<file path="src/rtl/cam_frame_writer.sv">
// OV7670 capture into a framebuffer: synchronizes the camera bus onto clk, assembles
// RGB444 or luma pixels, clips them to the image window and issues single-cycle writes.
module cam_frame_writer #(
   parameter int unsigned c_img_cols    = 160,
   parameter int unsigned c_img_rows    = 120,
   parameter int unsigned c_nb_img_pxls = 15,
   parameter int unsigned c_nb_buf      = 12
) (
   input  logic                     clk,
   input  logic                     rst,
   input  logic                     ov7670_pclk,
   input  logic                     ov7670_vsync,
   input  logic                     ov7670_href,
   input  logic [7:0]               ov7670_d,
   input  logic                     rgbmode,
   input  logic                     testmode,
   output logic                     frame_we,
   output logic [c_nb_img_pxls-1:0] frame_addr,
   output logic [c_nb_buf-1:0]      frame_pixel,
   output logic                     frame_done,
   output logic                     capturing
);

   localparam logic [1:0] StWaitVs    = 2'd0;
   localparam logic [1:0] StWaitFrame = 2'd1;
   localparam logic [1:0] StActive    = 2'd2;

   localparam logic [7:0] ColLimit = 8'(c_img_cols);
   localparam logic [6:0] RowLimit = 7'(c_img_rows);

   // Two-stage synchronizers; *_prev_q hold the previous stage-2 value for edge detection.
   logic       pclk_s1_q, pclk_s2_q, pclk_prev_q;
   logic       href_s1_q, href_s2_q, href_prev_q;
   logic       vsync_s1_q, vsync_s2_q;
   logic [7:0] d_s1_q, d_s2_q;

   logic [1:0]               state_q, state_d;
   logic [6:0]               row_q, row_d;
   logic [7:0]               col_q, col_d;
   logic                     phase_q, phase_d;
   logic [7:0]               byte0_q, byte0_d;
   logic                     mode_q, mode_d;
   logic                     we_q, we_d;
   logic                     done_q, done_d;
   logic [c_nb_img_pxls-1:0] addr_q, addr_d;
   logic [c_nb_buf-1:0]      pixel_q, pixel_d;

   logic        pclk_rise, href_fall;
   logic [11:0] cam_pixel, test_pixel;

   assign pclk_rise = pclk_s2_q & ~pclk_prev_q;
   assign href_fall = href_prev_q & ~href_s2_q;

   assign cam_pixel  = mode_q ? {byte0_q[3:0], d_s2_q} : {4'h0, byte0_q};
   assign test_pixel = {{4{col_q[7]}}, {4{col_q[6]}}, {4{col_q[5]}}};

   always_comb begin
      state_d = state_q;
      row_d   = row_q;
      col_d   = col_q;
      phase_d = phase_q;
      byte0_d = byte0_q;
      mode_d  = mode_q;
      we_d    = 1'b0;
      done_d  = 1'b0;
      pixel_d = pixel_q;
      addr_d  = we_q ? addr_q + 1'b1 : addr_q;

      unique case (state_q)
         StWaitVs: begin
            if (vsync_s2_q) state_d = StWaitFrame;
         end
         StWaitFrame: begin
            if (!vsync_s2_q) begin
               row_d   = '0;
               col_d   = '0;
               phase_d = 1'b0;
               addr_d  = '0;
               mode_d  = rgbmode;
               state_d = StActive;
            end
         end
         StActive: begin
            // vsync wins over any line or byte event in the same cycle
            if (vsync_s2_q) begin
               done_d  = 1'b1;
               state_d = StWaitFrame;
            end else if (href_fall) begin
               if (row_q != 7'h7F) row_d = row_q + 7'd1;
               col_d   = '0;
               phase_d = 1'b0;
            end else if (pclk_rise && href_s2_q) begin
               if (!phase_q) begin
                  byte0_d = d_s2_q;
                  phase_d = 1'b1;
               end else begin
                  phase_d = 1'b0;
                  if (col_q != 8'hFF) col_d = col_q + 8'd1;
                  if (col_q < ColLimit && row_q < RowLimit) begin
                     we_d    = 1'b1;
                     pixel_d = c_nb_buf'(testmode ? test_pixel : cam_pixel);
                  end
               end
            end
         end
         default: state_d = StWaitVs;
      endcase
   end

   always_ff @(posedge clk) begin
      if (rst) begin
         pclk_s1_q   <= 1'b0;
         pclk_s2_q   <= 1'b0;
         pclk_prev_q <= 1'b0;
         href_s1_q   <= 1'b0;
         href_s2_q   <= 1'b0;
         href_prev_q <= 1'b0;
         vsync_s1_q  <= 1'b0;
         vsync_s2_q  <= 1'b0;
         d_s1_q      <= '0;
         d_s2_q      <= '0;
         state_q     <= StWaitVs;
         row_q       <= '0;
         col_q       <= '0;
         phase_q     <= 1'b0;
         byte0_q     <= '0;
         mode_q      <= 1'b0;
         we_q        <= 1'b0;
         done_q      <= 1'b0;
         addr_q      <= '0;
         pixel_q     <= '0;
      end else begin
         pclk_s1_q   <= ov7670_pclk;
         pclk_s2_q   <= pclk_s1_q;
         pclk_prev_q <= pclk_s2_q;
         href_s1_q   <= ov7670_href;
         href_s2_q   <= href_s1_q;
         href_prev_q <= href_s2_q;
         vsync_s1_q  <= ov7670_vsync;
         vsync_s2_q  <= vsync_s1_q;
         d_s1_q      <= ov7670_d;
         d_s2_q      <= d_s1_q;
         state_q     <= state_d;
         row_q       <= row_d;
         col_q       <= col_d;
         phase_q     <= phase_d;
         byte0_q     <= byte0_d;
         mode_q      <= mode_d;
         we_q        <= we_d;
         done_q      <= done_d;
         addr_q      <= addr_d;
         pixel_q     <= pixel_d;
      end
   end

   assign frame_we    = we_q;
   assign frame_done  = done_q;
   assign frame_addr  = addr_q;
   assign frame_pixel = pixel_q;
   assign capturing   = (state_q == StActive);

endmodule

</file>
<file path="config.mk">
export PLATFORM = sky130hd
export DESIGN_NAME = cam_frame_writer
export DESIGN_NICKNAME = d
export VERILOG_FILES = /design/src/rtl/cam_frame_writer.sv
export SDC_FILE = /design/constraint.sdc
export NUM_CORES = 1
export LEC_CHECK = 0
export CAP_MARGIN = 10
export CORE_ASPECT_RATIO = 2
export CORE_UTILIZATION = 54
export DETAILED_ROUTE_END_ITERATION = 12
export PLACE_DENSITY = 0.79
export SETUP_SLACK_MARGIN = 0.05
export SLEW_MARGIN = 20
export SYNTH_ARGS = -nofsm -noshare
export SYNTH_HDL_FRONTEND = slang
export SYNTH_SLANG_ARGS = --single-unit
export TNS_END_PERCENT = 30
</file>
<file path="constraint.sdc">
create_clock -name clk -period 1.8 [get_ports clk]
set_input_delay 0.18 -clock clk [delete_from_list [all_inputs] [get_ports clk]]
set_output_delay 0.18 -clock clk [all_outputs]
set_load 0.02 [all_outputs]
</file>
# Yosys cells after proc, flatten, opt, wreduce, memory -nomap -nowiden
# Index checks and enable logic that the tools add are counted.
[totals] elab_cells=88 input_bits=15 output_inout_bits=30 reg_bits=80
[classes] reduce_logical=14 eq_ne=12 n_bitwise=9 addsub=3 n_mux=28 order_cmp=2
[op_table] op="2-to-1 mux 8 bit" count=6
[op_table] op="2-to-1 mux 15 bit" count=3
[op_table] op="2-to-1 mux 7 bit" count=4
[op_table] op="2-to-1 mux 12 bit" count=2
[op_table] op="case mux 8 bit (2 select lines)" count=1
[op_table] op="adder 15 x 1 -> 15 bit (second input constant)" count=1
[op_table] op="case mux 7 bit (2 select lines)" count=1
[op_table] op="AND reduction 6 bit" count=2
[op_table] op="AND reduction 5 bit" count=2
[op_table] op="!= test 3 x 1 -> 1 bit (second input constant)" count=3
[op_table] op="adder 8 x 1 -> 8 bit (second input constant)" count=1
[op_table] op="< comparator 8 bit (second input constant)" count=1
[op_table] op="!= test 8 bit (second input constant)" count=1
[op_table] op="adder 7 x 1 -> 7 bit (second input constant)" count=1
[op_table] op="< comparator 7 bit (second input constant)" count=1
[op_table] op="2-to-1 mux 1 bit" count=7
[op_table] op="!= test 7 bit (second input constant)" count=1
[op_table] op="inverter 1 bit" count=7
[op_table] op="!= test 2 x 1 -> 1 bit (second input constant)" count=3
[op_table] op="OR reduction 6 bit" count=1
[op_table] op="2-to-1 mux 2 bit" count=2
[op_table] op="!= test 2 bit (second input constant)" count=2
[op_table] op="case mux 2 bit (2 select lines)" count=1
[op_table] op="AND reduction 2 bit" count=2
[op_table] op="other kinds (9)" count=12

# Logic depth before layout (Yosys ltp)
[logic_depth] word_depth=7 mapped_depth=6 ltp_nobuf=5

# Worst setup path after synthesis
# OpenSTA, ideal clock, no wires.
[synth_timing] path_type="register to register" start="register we_q, in the netlist frame_we" end="register addr_q[12], in the netlist frame_addr[12]" path_stages_with_launch=6 path_slack_ns=0.295 required_ns=1.672 arrival_ns=1.377 path_cell_list="dfxtp_1 > clkbuf_1 > nand3_1 > nor4_1 > xnor2_1 > nor2_1"
[synth_via] elab_chain_len=3
[synth_lines] item="from (decl)" line_no="43" text="logic we_q, we_d;"
[synth_lines] item="from (signal assigned)" line_no="149" text="we_q <= we_d;"
[synth_lines] item="2-to-1 mux 15 bit *" line_no="67" text="addr_d = we_q ? addr_q + 1'b1 : addr_q;"
[synth_lines] item="2-to-1 mux 15 bit" line_no="74" text="if (!vsync_s2_q) begin"
[synth_lines] item="2-to-1 mux 15 bit *" line_no="69" text="unique case (state_q)"
[synth_lines] item="to (signal assigned)" line_no="151" text="addr_q <= addr_d;"
[synth_lines] item="to (decl)" line_no="45" text="logic [c_nb_img_pxls-1:0] addr_q, addr_d;"
# Every way passes the cells marked *; elsewhere a longest branch is shown, timed or not.
# A chain may end at the register's enable or synchronous reset.

# Final worst setup path
[layout_timing] start="register state_q[0]" end="register col_q[4]"
[layout_via] elab_chain_len=3 word_cells_on_any_way=10
[layout_lines] item="from (decl)" line_no="37" text="logic [1:0] state_q, state_d;"
[layout_lines] item="from (signal assigned)" line_no="122" text="state_q <= StWaitVs;"
[layout_lines] item="from (signal assigned)" line_no="143" text="state_q <= state_d;"
[layout_lines] item="equality test 2 bit / equality test 2 x 1 -> 1 bit (equally long branches)" line_no="69"
[layout_lines] item="!= test 3 x 1 -> 1 bit (no line), or another cell as far along"
[layout_lines] item="AND reduction 6 bit (no line)"
[layout_lines] item="to (signal assigned)" line_no="145" text="col_q <= col_d;"
[layout_lines] item="to (decl)" line_no="39" text="logic [7:0] col_q, col_d;"
# Parallel ways exist; a longest one is shown, timed or not.

==> results.cfg <==
[sta]
rsz0062_at_grt = true
fin_setup_tns_ns = 0
skew_ns = 0.00622
setup-violations-final = 0
tightest_slew_ns = 0.596
fin_crit_ns = 1.66
hold_violations = 0
max_freq_mhz = 603
relSlewSlack_pct = 60.2
period_share_pct = 92.1
finalMaxSlewViolations = 0

[detailed_routing]
firstDrtPassIters = 9
vias_per_cell = 5.95
avgRoutedWirePerCell_um = 15.3
wl_mm = 7.23
drtIter0Drc = 109
postRouteAntennaNets = 0
num_vias = 2816
drc = 3

[worst_setup_path]
crit_required_ns = 2.05
crit_path_max_fanout = 14
end_kind = flop
timing.rr.end = col_q[4]
arrival_ns = 1.91
r2r-start = state_q[0]
rr_worst_depth = 4
cp-start-kind = flop
rrSetupSlack_ns = 0.14
criticalPathCategory = flop to flop

[hold_path]
holdPathEnd = byte0_q[1]
worstHoldPathCells = 2
hp-class = input pin to flop
worstHoldStart = rst

[global_routing]
gr-usage-all-layers_pct = 24.3
grt.overflow.total = 0
grt_max_degree = 20
grt_pass1_vias = 2775
grt_pass1_wl_mm = 12.2
antenna_found_initial = 0

[place]
placedCellCount = 457
port_buffers = 44
gp_congestion = 0.907
dp_hpwl_mm = 5.30

[clock_network]
cts_tree = built
clkLatencyLatePin_ns = 0.34
cts.clk_slew.worst_paths_ns = 0.06
cts_root_buffer = clkbuf_16
cts_buffer_depth = 2
cts.sinks = 80
htreeDepth = 3
cts_buffers = 9

[synth]
synth_fp_nets = 377
yosysUniqueCellTypes = 56
netlist_area_sq_mm = 0.00335
synth-async-reset-ratio_pct = 0
synth_warnings = 0
syn_area_per_cell_sq_um = 9.33
ys_seq_area_share_pct = 47.8
synth_edf_count = 0
syn_inst = 359
ys_seq_elements = 80
synthFlopType = dfxtp_1

[cells_and_area]
diodes = 0
areaGrowthSynthToFinish_pct = 23.2
drive_gt1_share_pct = 11.0
fin_nets = 423
finalNonFillerCells = 473

[run_status]
status = finished, violations left
violations = design-rule violations

[power_and_ir_drop]
ir_drop_uv = 737
powerDensity_mw_per_mm2 = 869
static-leakage-power_nw = 1.38
power_w = 0.00359

[floorplanning]
die_width_um = 57.7
core_area_sq_mm = 0.00601
io_pins = 45
start_util_pct = 55.8
rows = 40
dieHeight_um = 113
die_area_sq_mm = 0.00654

[job]
drv.max_cap_violation_count = 0
==> layout make-up <==
cell class              count  area, sq um
clock inverters             3         17.5
inverters                  11         41.3
flip-flops and latches     80         1600
clock buffers              13          250
fillers                   495         1880
multi-input cells         248         1620
repair buffers             55          517
well taps                  63         78.8
==> power by group <==
group / internal [W] / switching, W / total [W]
Sequential: 0.00180 / 0.0000128 / 0.00181
Combinational: 0.0000618 / 0.0000737 / 0.000135
Clock: 0.000967 / 0.000674 / 0.00164
==> cells in the mapped netlist (7+ instances only) <==
cell type,number,area (sq um)
a21oi_1,18,90.1
clkbuf_1,9,33.8
dfxtp_1,80,1600
inv_1,10,37.5
mux2_2,8,90.1
mux2i_1,10,100
nand2_1,18,67.6
nand3_1,12,60.1
nand4_1,7,43.8
nor2_1,29,109
nor2b_1,26,163
nor3_1,8,40.0
nor4_1,7,43.8
o2111ai_1,9,78.8
o21ai_0,16,80.1
xnor2_1,9,78.8
==> registers in the layout (all words and copies together) (netlist names), 2 cells and up <==
name,cells
d_s2_q,8
frame_addr,15
byte0_q,8
d_s1_q,8
row_q,7
frame_pixel,12
state_q,2
col_q,8
==> timing repair <==
action	4_1_cts	5_1_grt
gates resized for setup	1	2
cloned	0	0
hold endpoints to repair	0	0
setup endpoints to repair	1	12
hold buffers	0	0
buffers inserted	0	0
==> cells by family after synthesis <==
| group | share of synthesized area, % |
|---|---|
| and+or+nand+nor | 21.9 |
| adders and majority gates | 1.12 |
| AOI/OAI and AO/OA | 16.3 |
| DFF | 47.8 |
| muxes | 5.68 |
| buffers and inverters | 4.07 |
| xor gates and xnor gates | 3.14 |
==> critical path, cell delays in order, from the launching register on <==
cell and delay [ns]:
dfxtp_1 0.33, nand2b_4 0.21, or3_4 0.47, or3_4 0.41, o31ai_2 0.16
==> how the worst max path moves through the flow <==
stage,cells past startpoint,end,startpoint,slack (ns)
3_3_place_gp,4,frame_pixel[10],href_s2_q,0.18
4_1_cts,4,frame_pixel[9],href_s2_q,0.11
2_1_floorplan,5,frame_addr[12],frame_we,0.30
3_5_place_dp,4,frame_pixel[10],href_s2_q,0.11
6_report,4,col_q[4],state_q[0],0.14
5_1_grt,4,col_q[4],state_q[1],0.05
==> stage by stage <==
stage	area, sq um	util, %	setup WS (ns)	hold slack, ns
floorplan	3350	-	0.295	0.308
global placement	3860	64.3	0.183	0.417
detailed placement	3860	64.3	0.111	0.428
CTS	4130	68.7	0.110	0.177
global route	4130	68.8	0.0486	0.192
finish	4130	68.8	0.142	0.168
==> cell usage in the layout, fill, tap and decap left out, types with 7 or more instances in the layout <==
| master | Yosys | layout |
|---|---|---|
| nor2_1 | 29 | 28 |
| dfxtp_1 | 80 | 80 |
| nor2b_1 | 26 | 26 |
| nand3_1 | 12 | 12 |
| nor3_1 | 8 | 8 |
| o21ai_0 | 16 | 16 |
| buf_4 | 3 | 11 |
| nand2_1 | 18 | 18 |
| xnor2_1 | 9 | 9 |
| mux2i_1 | 10 | 10 |
| clkbuf_16 | 0 | 9 |
| mux2_2 | 8 | 8 |
| inv_1 | 10 | 10 |
| o2111ai_1 | 9 | 9 |
| a21oi_1 | 18 | 18 |
| nand4_1 | 7 | 7 |
| clkdlybuf4s50_1 | 0 | 42 |
==> metal layers <==
layer,vias up,global-route usage [%],wire (um)
met4,0,15.7,322
met5,-,0,0
met1,1336,24.5,2770
met2,64,43.6,3950
met3,25,5.22,190
li1,1391,-,-
Power figures use the tool's default switching activity.
